--- src/rtl/compute_request_arbiter.sv ---
// compute_request_arbiter: round-robin arbiter sharing one compute unit among four clients,
// with issue/busy/done handshake, stale-done rejection and completion timeout.
module compute_request_arbiter #(
   parameter int DATA_W  = 32,
   parameter int RES_W   = 32,
   parameter int TIMEOUT = 64
) (
   input  logic              clk,
   input  logic              rst_n,
   input  logic [3:0]        cli_req,
   input  logic [7:0]        cli_type,
   input  logic [4*DATA_W-1:0] cli_data,
   output logic [3:0]        cli_gnt,
   output logic [3:0]        cli_done,
   output logic              cli_err,
   output logic [RES_W-1:0]  cli_result,
   output logic              cu_request,
   output logic [1:0]        cu_unit_id,
   output logic [1:0]        cu_comp_type,
   output logic [DATA_W-1:0] cu_data,
   input  logic              cu_ready,
   input  logic              cu_done,
   input  logic [RES_W-1:0]  cu_result
);
   localparam int CW = $clog2(TIMEOUT + 1);
   typedef enum logic [2:0] {IDLE, ISSUE, WAIT_BUSY, WAIT_DONE, RESPOND} state_t;
   state_t state, state_d;
   logic [1:0] last, last_d, sel;
   logic [CW-1:0] cnt, cnt_d;
   logic [3:0] gnt_d, done_d;
   logic err_d, req_d, expired, completion;
   logic [RES_W-1:0] result_d;
   logic [1:0] id_d, type_d;
   logic [DATA_W-1:0] data_d;
   // Scan offsets high to low so the client nearest last+1 wins.
   always_comb begin
      sel = last + 2'd1;
      for (int i = 3; i >= 0; i--)
         if (cli_req[last + 2'(i + 1)]) sel = last + 2'(i + 1);
   end
   assign expired    = cnt == CW'(TIMEOUT - 1);
   assign completion = cu_ready && cu_done;
   always_comb begin
      state_d  = state;
      last_d   = last;
      cnt_d    = cnt;
      gnt_d    = '0;
      done_d   = '0;
      err_d    = 1'b0;
      req_d    = 1'b0;
      result_d = cli_result;
      id_d     = cu_unit_id;
      type_d   = cu_comp_type;
      data_d   = cu_data;
      case (state)
         IDLE:
            if (|cli_req) begin
               state_d = ISSUE;
               gnt_d   = 4'b1 << sel;
               id_d    = sel;
               type_d  = cli_type[{sel, 1'b0} +: 2];
               data_d  = cli_data[int'(sel) * DATA_W +: DATA_W];
            end
         ISSUE:
            if (cu_ready) begin
               state_d = WAIT_BUSY;
               req_d   = 1'b1;
               cnt_d   = '0;
            end
         WAIT_BUSY, WAIT_DONE: begin
            cnt_d = cnt + 1'b1;
            // A done flag seen before the unit has gone busy is stale and ignored.
            if (state == WAIT_DONE && completion) begin
               state_d  = RESPOND;
               done_d   = 4'b1 << cu_unit_id;
               result_d = cu_result;
            end else if (expired) begin
               state_d = RESPOND;
               done_d  = 4'b1 << cu_unit_id;
               err_d   = 1'b1;
            end else if (state == WAIT_BUSY && !cu_ready) begin
               state_d = WAIT_DONE;
            end
         end
         RESPOND: begin
            state_d = IDLE;
            last_d  = cu_unit_id;
         end
         default: state_d = IDLE;
      endcase
   end
   always_ff @(posedge clk or negedge rst_n) begin
      if (!rst_n) begin
         state        <= IDLE;
         last         <= 2'd3;
         cnt          <= '0;
         cli_gnt      <= '0;
         cli_done     <= '0;
         cli_err      <= 1'b0;
         cli_result   <= '0;
         cu_request   <= 1'b0;
         cu_unit_id   <= '0;
         cu_comp_type <= '0;
         cu_data      <= '0;
      end else begin
         state        <= state_d;
         last         <= last_d;
         cnt          <= cnt_d;
         cli_gnt      <= gnt_d;
         cli_done     <= done_d;
         cli_err      <= err_d;
         cli_result   <= result_d;
         cu_request   <= req_d;
         cu_unit_id   <= id_d;
         cu_comp_type <= type_d;
         cu_data      <= data_d;
      end
   end
endmodule

--- config.mk ---
export PLATFORM = sky130hd
export DESIGN_NAME = compute_request_arbiter
export DESIGN_NICKNAME = d
export VERILOG_FILES = /design/src/rtl/compute_request_arbiter.sv
export SDC_FILE = /design/constraint.sdc
export NUM_CORES = 1
export LEC_CHECK = 0
export CORE_ASPECT_RATIO = 1.5
export CORE_MARGIN = 10
export CORE_UTILIZATION = 40
export CTS_CLUSTER_DIAMETER = 120
export DETAILED_ROUTE_END_ITERATION = 8
export PLACE_DENSITY = 0.85
export SETUP_SLACK_MARGIN = 0.05
export SLEW_MARGIN = 20
export SYNTH_ARGS = -nofsm -noshare
export SYNTH_HDL_FRONTEND = slang
export SYNTH_SLANG_ARGS = --single-unit
--- constraint.sdc ---
create_clock -name clk -period 2.4 [get_ports clk]
set_clock_uncertainty 0.15 [all_clocks]
set_input_delay 0.48 -clock clk [delete_from_list [all_inputs] [get_ports clk]]
set_output_delay 0.48 -clock clk [all_outputs]
set_load 0.05 [all_outputs]
==> summary.md <==
| Metric | Value |
|---|---|
| Worst ir drop on vdd | 0.651 mV |
| Cell type with the highest occurrence count on the critical path | sky130_fd_sc_hd__a211oi_1 |
| Clock-pin slew on the worst setup and hold paths | 60 ps |
| Measured slew at the worst slew-check pin | 576 ps |
| Fraction of power consumed by combinational cells | 60.7% |
| Core occupancy in the finished layout | 68.4% |
| Iteration count of the initial detailed-routing pass | 4 |
| Synthesis Warnings | 0 |
| Switching Power | 0.00484 W |
| Fin cells | 911 |
| Via count | 4,893 |
| Clk buf depth | 2 |
| Kind of end point of the critical path | register |
| Largest stage delay, worst path | 540 ps |
| Antenna violations before repair | 1 |
| Total power per unit cell area | 1270 nW/um^2 |
| Total half-perimeter wirelength after legalization and detailed placement | 13,900 um |
| Height of the chip | 153 um |
| Net count, final | 933 |
| Routed Antenna Nets | 0 |
| Count of buffering cells on the critical path with inverters included | 2 |
| Post-synth EDFFs | 0 |
| Gate count of the mapped netlist | 504 |
| TritonCTS clock tree | done |
| RSZ-0062 raised after global routing | yes |
| Number of pins exceeding their max-slew limit in the final report | 0 |
| Pre-CTS setup slack | -315 ps |
| Post-layout worst setup margin | 94.8 ps |
| Failing checks | negative hold slack |
| Crit-path max FO | 34 |
| Final worst path period share | 96.1% |
| Setup TNS | 0 ps |
| Flip-flop and latch count after synthesis | 90 |
| Cell-by-cell trace of the critical path | clkdlybuf4s50_1, nand2_1, o2bb2ai_2, buf_4, a2111oi_0, a211oi_1, a211oi_1 |
| Worst Hold Margin | -0.341 ps |
| CTS Root Cell | sky130_fd_sc_hd__clkbuf_16 |
| Data required time of the critical path | 2480 ps |
| Post-synthesis cell area | 4690 um^2 |
| Leakage power figure | 3.41 nW |
| Proportion of synthesized chip area in sequential cells | 48.1% |
| Sw frac | 48.4% |
| Power share of the sequential group | 26.4% |
| Area growth syn-to-layout | 67.5% |
| Share of total power in the clock network | 12.9% |
| Number of H-tree levels | 3 |
| Ratio of routed vias to standard cells | 5.37 |
| Routed wire per std cell | 19.1 um |
| Vias in the first global route | 5,404 |
| Clock latency on the worst-skew pair | 330 ps |
| Number of fill cells in the layout | 877 |
| Worst slew margin | 61.6% |
| Max-cap violations | 0 |
| Net Count, Synth | 681 |
| CTS hold repair buffers | 0 |
| Number of distinct library cells after synthesis | 43 |
| DRC violation count after routing | 0 |
| Outcome | complete, but fails checks |
| Initial Util | 40.9% |
| 1st-iter DRT viols | 187 |
| Total congestion overflow after global routing | 0 |
| Final hold violation count | 2 |
| Detailed-route wire length | 17,400 um |
| Syn avg cell area | 9.30 um^2 |
| Width of the chip | 108 um |
| Fmax achieved | 434 MHz |
| Wire length of the first global-routing pass | 27,600 um |
| Num CTS Buffers | 9 |
| Tightest Hold Check Type | primary input to asynchronous set/reset pin |
| Maximum number of pins on one net before global-route repair | 43 |
| Total global-route track usage | 20.9% |
| Cells after DPL | 895 |
| Share of async-settable or async-resettable flops after synthesis | 100% |
| Fraction of final layout cells with drive strength greater than 1 | 7.89% |
| Primary FF master, synth | sky130_fd_sc_hd__dfrtp_1 |
| Final weighted congestion in routability-driven placement | 0.855 |
| Final count of negative-setup-slack endpoints | 0 |
| Power, Total | 0.0100 W |
| Critical Path Start Type | primary input |
| Type of the setup path with the least slack | primary input to register |
| Number of cell rows | 48 |
| Total clock sinks | 90 |
| Die area | 16,500 um^2 |
| Tmin final | 2310 ps |
| Data arrival time of the critical path | 2380 ps |
| Internal power of the cells | 0.00516 W |
| Count of buffers inserted at the top-level ports | 253 |
| Floorplan core area | 11,500 um^2 |
| Slowest cell on the critical path | sky130_fd_sc_hd__clkdlybuf4s50_1 |
| I/O pin count | 254 |
| Cell class contributing the biggest share of worst-path delay | compound AO/OA/AOI/OAI gates |
## layout by cell type, fill, tap and decap left out, types with 3 or more instances in the layout
cell and instances:
sky130_fd_sc_hd__clkdlybuf4s50_1 250, sky130_fd_sc_hd__a21oi_1 5, sky130_fd_sc_hd__nand2_1 107, sky130_fd_sc_hd__nand2b_1 3, sky130_fd_sc_hd__clkinv_2 3, sky130_fd_sc_hd__clkbuf_16 9
sky130_fd_sc_hd__a2111oi_1 12, sky130_fd_sc_hd__and3_1 3, sky130_fd_sc_hd__inv_1 36, sky130_fd_sc_hd__o21ai_0 5, sky130_fd_sc_hd__a211oi_1 68, sky130_fd_sc_hd__a2111oi_0 19
sky130_fd_sc_hd__mux2_2 3, sky130_fd_sc_hd__nor2b_1 3, sky130_fd_sc_hd__xor2_1 4, sky130_fd_sc_hd__mux2i_1 34, sky130_fd_sc_hd__buf_4 20, sky130_fd_sc_hd__nor2_1 42
sky130_fd_sc_hd__buf_12 7, sky130_fd_sc_hd__dfrtp_1 88, sky130_fd_sc_hd__a2111oi_2 3
## cell type report
class,count,area [um^2],area share [%]
Timing Repair Buffer,279,2820,35.9
Sequential cell,90,2250,28.7
Multi-Input combinational cell,340,2180,27.8
Clock buffer,12,256,3.27
Tap cell,150,188,2.39
Inverter,36,135,1.72
Clock inverter,3,15.0,0.191
Antenna cell,1,2.50,0.0319
## metrics by stage
stage	hold WS [ps]	instance area, um^2
final	-0.341	7850
after global routing	33.5	7850
after CTS	16.2	7800
after detailed placement	311	7520
after global placement	306	7520
after floorplan	34.4	4690
## what timing repair did
| action | in CTS | in global routing |
|---|---|---|
| endpoints found under the setup margin | 7 | 23 |
| pin swaps | 0 | 0 |
| gates resized for setup | 1 | 22 |
| buffers inserted | 0 | 0 |
## synthesized netlist by cell type, types with 2 or more instances
cell type	number	area, um^2
sky130_fd_sc_hd__clkbuf_1	24	90.1
sky130_fd_sc_hd__a21oi_1	5	25.0
sky130_fd_sc_hd__a211oi_1	69	518
sky130_fd_sc_hd__and3_1	3	18.8
sky130_fd_sc_hd__nor2b_1	4	25.0
sky130_fd_sc_hd__xor2_1	4	35.0
sky130_fd_sc_hd__dfrtp_1	88	2200
sky130_fd_sc_hd__dfstp_2	2	52.6
sky130_fd_sc_hd__nand2_1	107	402
sky130_fd_sc_hd__mux2_2	3	33.8
sky130_fd_sc_hd__nand2b_1	3	18.8
sky130_fd_sc_hd__inv_1	36	135
sky130_fd_sc_hd__nand4_1	2	12.5
sky130_fd_sc_hd__buf_2	8	40.0
sky130_fd_sc_hd__buf_6	3	33.8
sky130_fd_sc_hd__nor2_1	43	161
sky130_fd_sc_hd__a2111oi_0	34	298
sky130_fd_sc_hd__mux2i_1	34	340
sky130_fd_sc_hd__nand3_1	2	10.0
sky130_fd_sc_hd__buf_4	2	15.0
sky130_fd_sc_hd__o21ai_0	5	25.0
sky130_fd_sc_hd__and3b_1	2	17.5
## final timing paths
path,startpoint,depth (start not counted),slack [ps],to
max,cli_req[0],7,90,cu_data[13]
min,rst_n,1,-0.3,cu_data[25]
max reg2reg,last[0],6,170,cu_data[13]
min reg2reg,cli_result[8],2,320,cli_result[8]
max in group asynchronous,rst_n,2,1480,cu_data[16]
min in group clk,cli_result[8],2,320,cli_result[8]
## power groups by stage
stage                     sequential, W  combinational, W  clock [W]
after floorplan                 0.00458           0.00179          0
after global placement          0.00262           0.00591          0
after detailed placement        0.00266           0.00604          0
after CTS                       0.00264           0.00606    0.00133
after global routing            0.00273           0.00645    0.00139
final                           0.00264           0.00607    0.00129
## metal layers
| layer | GRT usage, % | vias up | share of wire, % |
|---|---|---|---|
| met4 | 11.5 | 0 | 5.0 |
| met5 | 0 | - | 0 |
| met3 | 6.65 | 57 | 8.4 |
| met1 | 21.6 | 2303 | 35 |
| met2 | 35.9 | 235 | 51 |
| li1 | - | 2298 | - |
## cells by family after synthesis
group | synth area share [%]
flops | 48.1
xor+xnor | 0.747
buf+inv | 6.78
fa+ha+maj | 0.267
compound gates | 20.4
mux | 7.98
simple gates | 15.8
## sequential cells by signal (all words and copies together), names as in the netlist
name / cells
cli_done: 4
cu_unit_id: 2
cli_gnt: 4
state: 3
cli_err: 1
cu_request: 1
last: 2
cu_comp_type: 2
cnt: 7
cli_result: 32
cu_data: 32
No activity file was read; power rests on OpenSTA's default activity.
